`src/rtl/mem_fifo_ctrl_pkg.sv`:
```
// mem_fifo_ctrl_pkg: shared sizing for the single-port FIFO and its memory.
package mem_fifo_ctrl_pkg;
    localparam int AW = 6;
    localparam int DW = 8;
    localparam int DEPTH = 1 << AW;
endpackage

```
`src/rtl/mem_fifo_ctrl_sp_mem.sv`:
```
// sp_mem_64x8: single-port synchronous memory, active-low enables, registered read.
module sp_mem_64x8 import mem_fifo_ctrl_pkg::*; (
    input  logic          clk,
    input  logic          ren,
    input  logic          wen,
    input  logic [AW-1:0] addr,
    input  logic [DW-1:0] din,
    output logic [DW-1:0] dout
);
    logic [DW-1:0] mem [DEPTH];

    always_ff @(posedge clk) begin
        if (!wen) mem[addr] <= din;
        dout <= !ren ? mem[addr] : '0;
    end
endmodule

```
`src/rtl/mem_fifo_ctrl.sv`:
```
// mem_fifo_ctrl: FIFO over one single-port memory; a pending-write register
// lets a simultaneous push and pop both complete at the cost of one bubble.
module mem_fifo_ctrl import mem_fifo_ctrl_pkg::*; (
    input  logic          clk,
    input  logic          reset,
    input  logic          push,
    input  logic [DW-1:0] din,
    output logic          push_rdy,
    input  logic          pop,
    output logic          pop_rdy,
    output logic [DW-1:0] dout,
    output logic          valid,
    output logic          full,
    output logic          empty,
    output logic [AW:0]   count,
    output logic          ovf,
    output logic          udf
);
    logic [AW-1:0] wr_ptr, rd_ptr, addr;
    logic          pend, ren, wen, push_ok, pop_ok;
    logic [DW-1:0] pend_data, mem_din;

    assign full     = count == (AW+1)'(DEPTH);
    assign empty    = count == '0;
    assign push_rdy = !full && !pend;
    assign pop_rdy  = !empty && !pend;
    assign push_ok  = push && push_rdy;
    assign pop_ok   = pop && pop_rdy;

    // Reset forces both enables inactive so the memory output also clears.
    always_comb begin
        wen     = !(reset && (pend || (push_ok && !pop_ok)));
        ren     = !(reset && pop_ok);
        addr    = pend ? wr_ptr : pop_ok ? rd_ptr : push_ok ? wr_ptr : '0;
        addr    = reset ? addr : '0;
        mem_din = pend ? pend_data : din;
    end

    always_ff @(posedge clk) begin
        if (!reset) begin
            wr_ptr    <= '0;
            rd_ptr    <= '0;
            count     <= '0;
            pend      <= 1'b0;
            pend_data <= '0;
            valid     <= 1'b0;
            ovf       <= 1'b0;
            udf       <= 1'b0;
        end else begin
            valid <= pop_ok;
            ovf   <= push && !push_rdy;
            udf   <= pop && !pop_rdy;
            if (pend) begin
                wr_ptr <= wr_ptr + 1'b1;
                pend   <= 1'b0;
            end else if (pop_ok && push_ok) begin
                rd_ptr    <= rd_ptr + 1'b1;
                pend      <= 1'b1;
                pend_data <= din;
            end else if (pop_ok) begin
                rd_ptr <= rd_ptr + 1'b1;
                count  <= count - 1'b1;
            end else if (push_ok) begin
                wr_ptr <= wr_ptr + 1'b1;
                count  <= count + 1'b1;
            end
        end
    end

    sp_mem_64x8 u_mem (
        .clk  (clk),
        .ren  (ren),
        .wen  (wen),
        .addr (addr),
        .din  (mem_din),
        .dout (dout)
    );
endmodule

```
`config.mk`:
```
export PLATFORM = sky130hd
export DESIGN_NAME = mem_fifo_ctrl
export DESIGN_NICKNAME = d
export VERILOG_FILES = /design/src/rtl/mem_fifo_ctrl_pkg.sv /design/src/rtl/mem_fifo_ctrl_sp_mem.sv /design/src/rtl/mem_fifo_ctrl.sv
export SDC_FILE = /design/constraint.sdc
export NUM_CORES = 1
export LEC_CHECK = 0
export ABC_CLOCK_PERIOD_IN_PS = 3750
export BUFFER_PORTS_ARGS = -buffer_cell sky130_fd_sc_hd__buf_2
export CORE_MARGIN = 4
export CORE_UTILIZATION = 26
export CTS_CLUSTER_SIZE = 28
export DETAILED_ROUTE_END_ITERATION = 7
export GPL_TIMING_DRIVEN = 0
export PLACE_DENSITY = 0.45
export SYNTH_ARGS = -nofsm -noshare
export SYNTH_HDL_FRONTEND = slang
export SYNTH_HIERARCHICAL = 1
export SYNTH_SLANG_ARGS = --single-unit
```
`constraint.sdc`:
```
create_clock -name clk -period 3.75 [get_ports clk]
set_input_delay 0.9375 -clock clk [delete_from_list [all_inputs] [get_ports clk]]
set_output_delay 0.9375 -clock clk [all_outputs]
set_load 0.02 [all_outputs]
```
==> out/metrics.yaml, run 1 <==
status: "finished, final reports clean"
ir_drop_v: 0.0003749
netlist_area_um2: 21720
post-place-ws_ns: -2.372
critPathSlowestCell: "or4_4"
cp-end-kind: "register"
final_common_cell: "edfxtp_1"
worstSetupStartpointType: "register"
yosysWarnings: 6
drc_errors: 0
drive_gt1_share_pct: 33.19
clkSinkCount: 551
p_sw_share_pct: 27.45
slew_violations: 0
clock_path_buffers: 3
crit_top_cell: "buf_6"
crit_family: "compound AO/OA/AOI/OAI gates"
p_int_uw: 11690
min_path_type: "reg -> reg"
syn_inst: 1370
grt.overflow.total: 0
p_per_area_nw_per_um2: 569.8
timing.fmax_mhz: 271.1
cts_hold_buffers: 0
htree_levels: 2
path_clk_slew_ns: 0.06
via_per_inst: 5.171
routed_wl_mm: 72.58
die_w_um: 297.0
crit_path_cell_trace: "or4_4, o31a_1, buf_6, inv_6, nor2_4, a22o_4, buf_6, nor2b_4, buf_6, a22oi_1, o22ai_2, o32a_1, a2111oi_4, buf_6, a41oi_4"
antenna_found_initial: 1
cts_tree: "yes"
dieArea_um2: 88220
cp.required_ns: 4.21
drt_iter0_markers: 1524
n_antenna_cell: 0
cp.arrival_ns: 4.15
coreArea_um2: 82500
wl_per_cell_um: 26.97
grt_pass1_wl_mm: 101.5
synth_seq_cells: 551
fin_area_um2: 28270
final_nets: 1593
tightest_slew_ns: 1.376
finClkSkew_ns: 0.04279
port-buffer-count: 32
pwr-share-seq_pct: 43.9
clk_latency_ns: 0.65
grt_max_degree: 65
postRouteAntennaNets: 0
root_buffer: "clkbuf_16"
grt_pass1_vias: 13703
io_pins: 34
leakage_uw: 0.008998
syn-num-nets: 1390
power.switching_uw: 4422
layout_min_cycle_time_ns: 3.689
gp_congestion: 0.8497
layout_common_cells: "edfxtp_1, buf_4, a22oi_1, nor2_4, nor2_1"
drv_cap: 0
cpPeakStageDelay_ns: 0.56
cts_buffers: 58
first_pass_iters: 5
synthArstFlopShare_pct: 0
die_h_um: 297.0
critical_path.max_fanout: 8
syn_area_per_cell_um2: 15.85
path_class: "reg -> reg"
fin_crit_sh_pct: 98.38
relSlewSlack_pct: 8.249
pwr-share-clk_pct: 37.4
finalWorstSetupSlack_ns: 0.06080
setup_viol: 0
p_comb_share_pct: 18.8
syn2layout_area_growth_pct: 30.19
grtUsageTotal_pct: 15.86
initial_utilization_pct: 26.32
synth_edf_count: 512
ys_types: 73
nFillCells: 7837
path_buf_inv: 5
seq_area_frac_synth_pct: 74.39
placed_area_um2: 23300
ys.flop_type: "edfxtp_1"
hold_violations: 0
rows: 105
hpwl_mm: 47.32
vias: 13916
-- flip-flops by register name, indices dropped and copies added (netlist names) --
signal,cells
u_mem/mem,512
udf,1
wr_ptr,6
rd_ptr,6
ovf,1
pend,1
valid,1
u_mem/dout,8
count,7
pend_data,8
-- Yosys cell counts (all sizes together) (4+ instances only) --
library cell,count,area share [%]
or4,5,0.19
o21a,5,0.17
o22ai,40,1.2
nand4,4,0.12
nor2,134,2.4
a2111oi,5,0.23
or2,4,0.12
o221ai,9,0.36
a21oi,42,0.97
a41oi,5,0.20
edfxtp,512,71
inv,14,0.24
nand2,38,0.66
dfxtp,39,3.6
mux2i,52,2.4
a221oi,71,2.9
nand3,8,0.18
mux2,26,1.3
a22o,29,1.2
ha,7,0.40
nor3,12,0.28
mux4,11,1.1
nand2b,5,0.14
clkbuf,27,0.47
nor2b,10,0.30
and3,4,0.12
a22oi,89,3.1
o21ai,41,0.94
xor2,6,0.24
buf,66,1.8
-- metrics by stage --
step | std cells | TNS [ns] | hold WS, ns | power (µW) | util, %
3_5_place_dp | 2477 | -1118.16 | 0.4836 | 9661 | 28.24
6_report | 2691 | 0 | 0.4952 | 16110 | 34.27
2_1_floorplan | 1370 | -14.58 | 0.4521 | 8693 | -
4_1_cts | 2674 | -0.01136 | 0.4973 | 16020 | 33.74
3_3_place_gp | 2472 | -1113.18 | 0.4688 | 9625 | 28.17
5_1_grt | 2691 | -0.1100 | 0.5228 | 16700 | 34.27
-- per-layer routing --
metal  routed length (µm)  track usage, %  vias to the layer above
met4                 2166           4.443                        0
met5                    0               0                        -
li1                     -               -                     5974
met2                35100           26.60                      484
met1                30790           21.28                     7347
met3                 4516           2.664                      111
-- worst paths after layout --
check,to,start,slack [ns],cells past startpoint
min reg2reg,pend_data[6],pend_data[6],0.50,2
min,pend_data[6],pend_data[6],0.50,2
max,u_mem/dout[0],count[1],0.06,15
max reg2reg,u_mem/dout[0],count[1],0.06,15
-- kinds of logic after synthesis --
| family | count (synthesis) | synth area share, % |
|---|---|---|
| AO/OA/AOI/OAI | 370 | 12.55 |
| XOR/XNOR | 9 | 0.3630 |
| adder cells (fa/ha/maj) | 8 | 0.4954 |
| buffers and inverters | 108 | 2.518 |
| flip-flops | 551 | 74.39 |
| multiplexers | 89 | 4.885 |
| AND/OR/NAND/NOR | 235 | 4.799 |
-- what timing repair did --
item	4_1_cts	5_1_grt
buffers inserted	87	17
pin swaps	75	19
setup endpoints to repair	520	520
cloned	2	2
gates resized for setup	352	66
-- worst register-to-register path: stages (launching register included) --
cell and delay (ns):
dfxtp_4 0.36, or4_4 0.56, o31a_1 0.32, buf_6 0.14, inv_6 0.05, nor2_4 0.06
a22o_4 0.26, buf_6 0.15, nor2b_4 0.14, buf_6 0.13, a22oi_1 0.17, o22ai_2 0.11
o32a_1 0.45, a2111oi_4 0.34, buf_6 0.20, a41oi_4 0.11
-- area by class of cell --
type | count | area (µm²) | area share (%)
well taps | 1070 | 1339 | 4.735
plain buffers | 91 | 868.3 | 3.071
clock inverters | 37 | 455.4 | 1.611
multi-input cells | 711 | 6203 | 21.94
repair buffers | 145 | 1642 | 5.806
clock buffers | 71 | 1540 | 5.447
inverters | 15 | 66.31 | 0.2345
flip-flops and latches | 551 | 16160 | 57.16
-- power groups by stage --
stage	clock (µW)	combinational, µW	sequential [µW]
after floorplan	0	1470	7230
after global placement	0	2430	7190
after detailed placement	0	2470	7190
after CTS	6150	2800	7070
after global routing	6400	3220	7080
final	6020	3020	7070
(Power assumes the default switching activity.)
==> run 2: changes to the inputs <==
--- a/config.mk
+++ b/config.mk
@@ -7,7 +7,7 @@
 export LEC_CHECK = 0
 export ABC_CLOCK_PERIOD_IN_PS = 3750
 export BUFFER_PORTS_ARGS = -buffer_cell sky130_fd_sc_hd__buf_2
-export CORE_MARGIN = 4
+export CORE_MARGIN = 8
 export CORE_UTILIZATION = 26
 export CTS_CLUSTER_SIZE = 28
 export DETAILED_ROUTE_END_ITERATION = 7
==> out/metrics.yaml, run 2 (same netlist as run 1, synthesis figures left out) <==
status: "finished with violations"
violations: "negative setup slack"
rsz0062_at_grt: "true"
timing.fmax_mhz: 263.6  # -2.8%
cts_tree: "yes"
slew_violations: 0  # unchanged
cts_hold_buffers: 0  # unchanged
grt_pass1_wl_mm: 103.1  # +1.5%
initial_utilization_pct: 26.12  # -0.21 points
cts_buffers: 57  # -1.7%
largest_register_ffs: 512  # unchanged
worstSetupStartpointType: "register"
cp-end-kind: "register"
largest_register: "u_mem/mem"
layout_min_cycle_time_ns: 3.794  # +0.1047 ns
n_antenna_cell: 0  # unchanged
hpwl_mm: 47.14  # -0.38%
leakage_uw: 0.008954  # -0.48%
postRouteAntennaNets: 0  # unchanged
nFillCells: 7876  # +0.50%
dieArea_um2: 93040  # +5.5%
root_buffer: "clkbuf_16"
first_pass_iters: 5  # unchanged
die_h_um: 305.0  # +2.7%
tightest_slew_ns: 1.372  # -0.004332 ns
drive_gt1_share_pct: 32.60  # -0.59 points
relSlewSlack_pct: 8.537  # +0.29 points
clock_path_buffers: 3  # unchanged
hold_violations: 0  # unchanged
clk_latency_ns: 0.62  # -0.03 ns
cpPeakStageDelay_ns: 0.56  # about the same
grt_pass1_vias: 13784  # +0.59%
min_path_type: "reg -> reg"
finalSetupTns_ns: -0.04389  # -0.04389 ns
top_regs: "u_mem/mem: 512 flops, pend_data: 8 flops, u_mem/dout: 8 flops"
crit_family: "compound AO/OA/AOI/OAI gates"
cp.arrival_ns: 4.23  # +0.08 ns
drc_errors: 0  # unchanged
crit_path_cell_trace: "or4_4, o31a_1, buf_6, clkinv_4, nor2_4, a22o_4, buf_8, buf_4, and2_1, buf_4, buf_6, a221oi_1, nor3_2, a21oi_1, o21a_1, a41oi_2"
drv_cap: 0  # unchanged
port-buffer-count: 32  # unchanged
stdcell_count: 2706  # +0.56%
finalWorstSetupSlack_ns: -0.04389  # -0.1047 ns
finClkSkew_ns: 0.01970  # -0.02310 ns
critPathSlowestCell: "or4_4"
antenna_found_initial: 3  # +2
coreArea_um2: 83160  # +0.79%
rows: 106  # +0.95%
path_class: "reg -> reg"
cp.required_ns: 4.18  # -0.03 ns
p_per_area_nw_per_um2: 551.4  # -3.2%
vias: 13829  # -0.63%
grtUsageTotal_pct: 15.18  # -0.69 points
final_nets: 1600  # +0.44%
gp_congestion: 0.8285  # -2.5%
io_pins: 34  # unchanged
wl_per_cell_um: 27.10  # +0.49%
critical_path.max_fanout: 10  # +2
grt.overflow.total: 0  # unchanged
path_clk_slew_ns: 0.06  # about the same
routed_wl_mm: 73.34  # +1.1%
grt_max_degree: 65  # unchanged
die_w_um: 305.0  # +2.7%
layout_common_cells: "edfxtp_1, buf_4, a22oi_1, nor2_4, a221oi_1"
final_common_cell: "edfxtp_1"
dp.cells: 2485  # +0.32%
clkSinkCount: 551  # unchanged
syn2layout_area_growth_pct: 29.35
via_per_inst: 5.110  # -1.2%
ir_drop_v: 0.0003915  # +4.4%
htree_levels: 2  # unchanged
setup_viol: 1  # +1
path_buf_inv: 6  # +1
fin_crit_sh_pct: 101.2  # +2.8 points
drt_iter0_markers: 1292  # -15%
run 2: layout make-up:
type | count | area, µm² | share of cell area, %
Inverter | 15 | 70.07 | 0.2494
Tap cell | 1080 | 1351 | 4.810
Clock inverter | 28 | 217.7 | 0.7750
Clock buffer | 77 | 1553 | 5.527
Buffer | 92 | 918.4 | 3.269
Sequential cell | 551 | 16160 | 57.54
Timing Repair Buffer | 152 | 1694 | 6.031
Multi-Input combinational cell | 711 | 6123 | 21.80
run 2: timing repair:
item	CTS	global route
setup endpoints to repair	520	382
buffers inserted	96	19
pin swaps	76	20
gates cloned	2	0
gates resized for setup	360	58
run 2: power by group:
group	switching (µW)	internal [µW]
sequential	113	6970
clock	2360	3090
combinational	1880	1080
run 2: worst paths after layout:
kind,startpoint,to,slack (ns),cells after the start
max,count[1],u_mem/dout[1],-0.04,16
min,pend_data[7],pend_data[7],0.49,2
max reg2reg,count[1],u_mem/dout[1],-0.04,16
min reg2reg,pend_data[7],pend_data[7],0.49,2
run 2: worst register-to-register path: stages (launching register included):
cell and delay, ns:
dfxtp_4 0.36, or4_4 0.57, o31a_1 0.32, buf_6 0.14, clkinv_4 0.05, nor2_4 0.05, a22o_4 0.27, buf_8 0.15
buf_4 0.14, and2_1 0.14, buf_4 0.21, buf_6 0.21, a221oi_1 0.32, nor3_2 0.12, a21oi_1 0.13, o21a_1 0.23
a41oi_2 0.22
run 2: layer usage:
layer  share of wire [%]  vias to the layer above  track usage (%)
li1                    -                     5980                -
met1                  42                     7279            19.89
met2                  49                      469            25.40
met3                 6.8                       99            2.870
met4                 2.3                        2            4.568
met5               0.011                        -                0
run 2: metrics by stage:
stage | hold slack (ns) | power (µW) | area (µm²) | setup slack [ns] | util [%]
final | 0.4888 | 15490 | 28090 | -0.04389 | 33.78
after global routing | 0.5174 | 16040 | 28090 | -0.1264 | 33.78
after detailed placement | 0.4804 | 9663 | 23270 | -2.447 | 27.99
after global placement | 0.4676 | 9629 | 23250 | -3.102 | 27.96
after floorplan | 0.4521 | 8693 | 21740 | -0.05161 | -
after CTS | 0.4950 | 15440 | 27690 | -0.04093 | 33.29
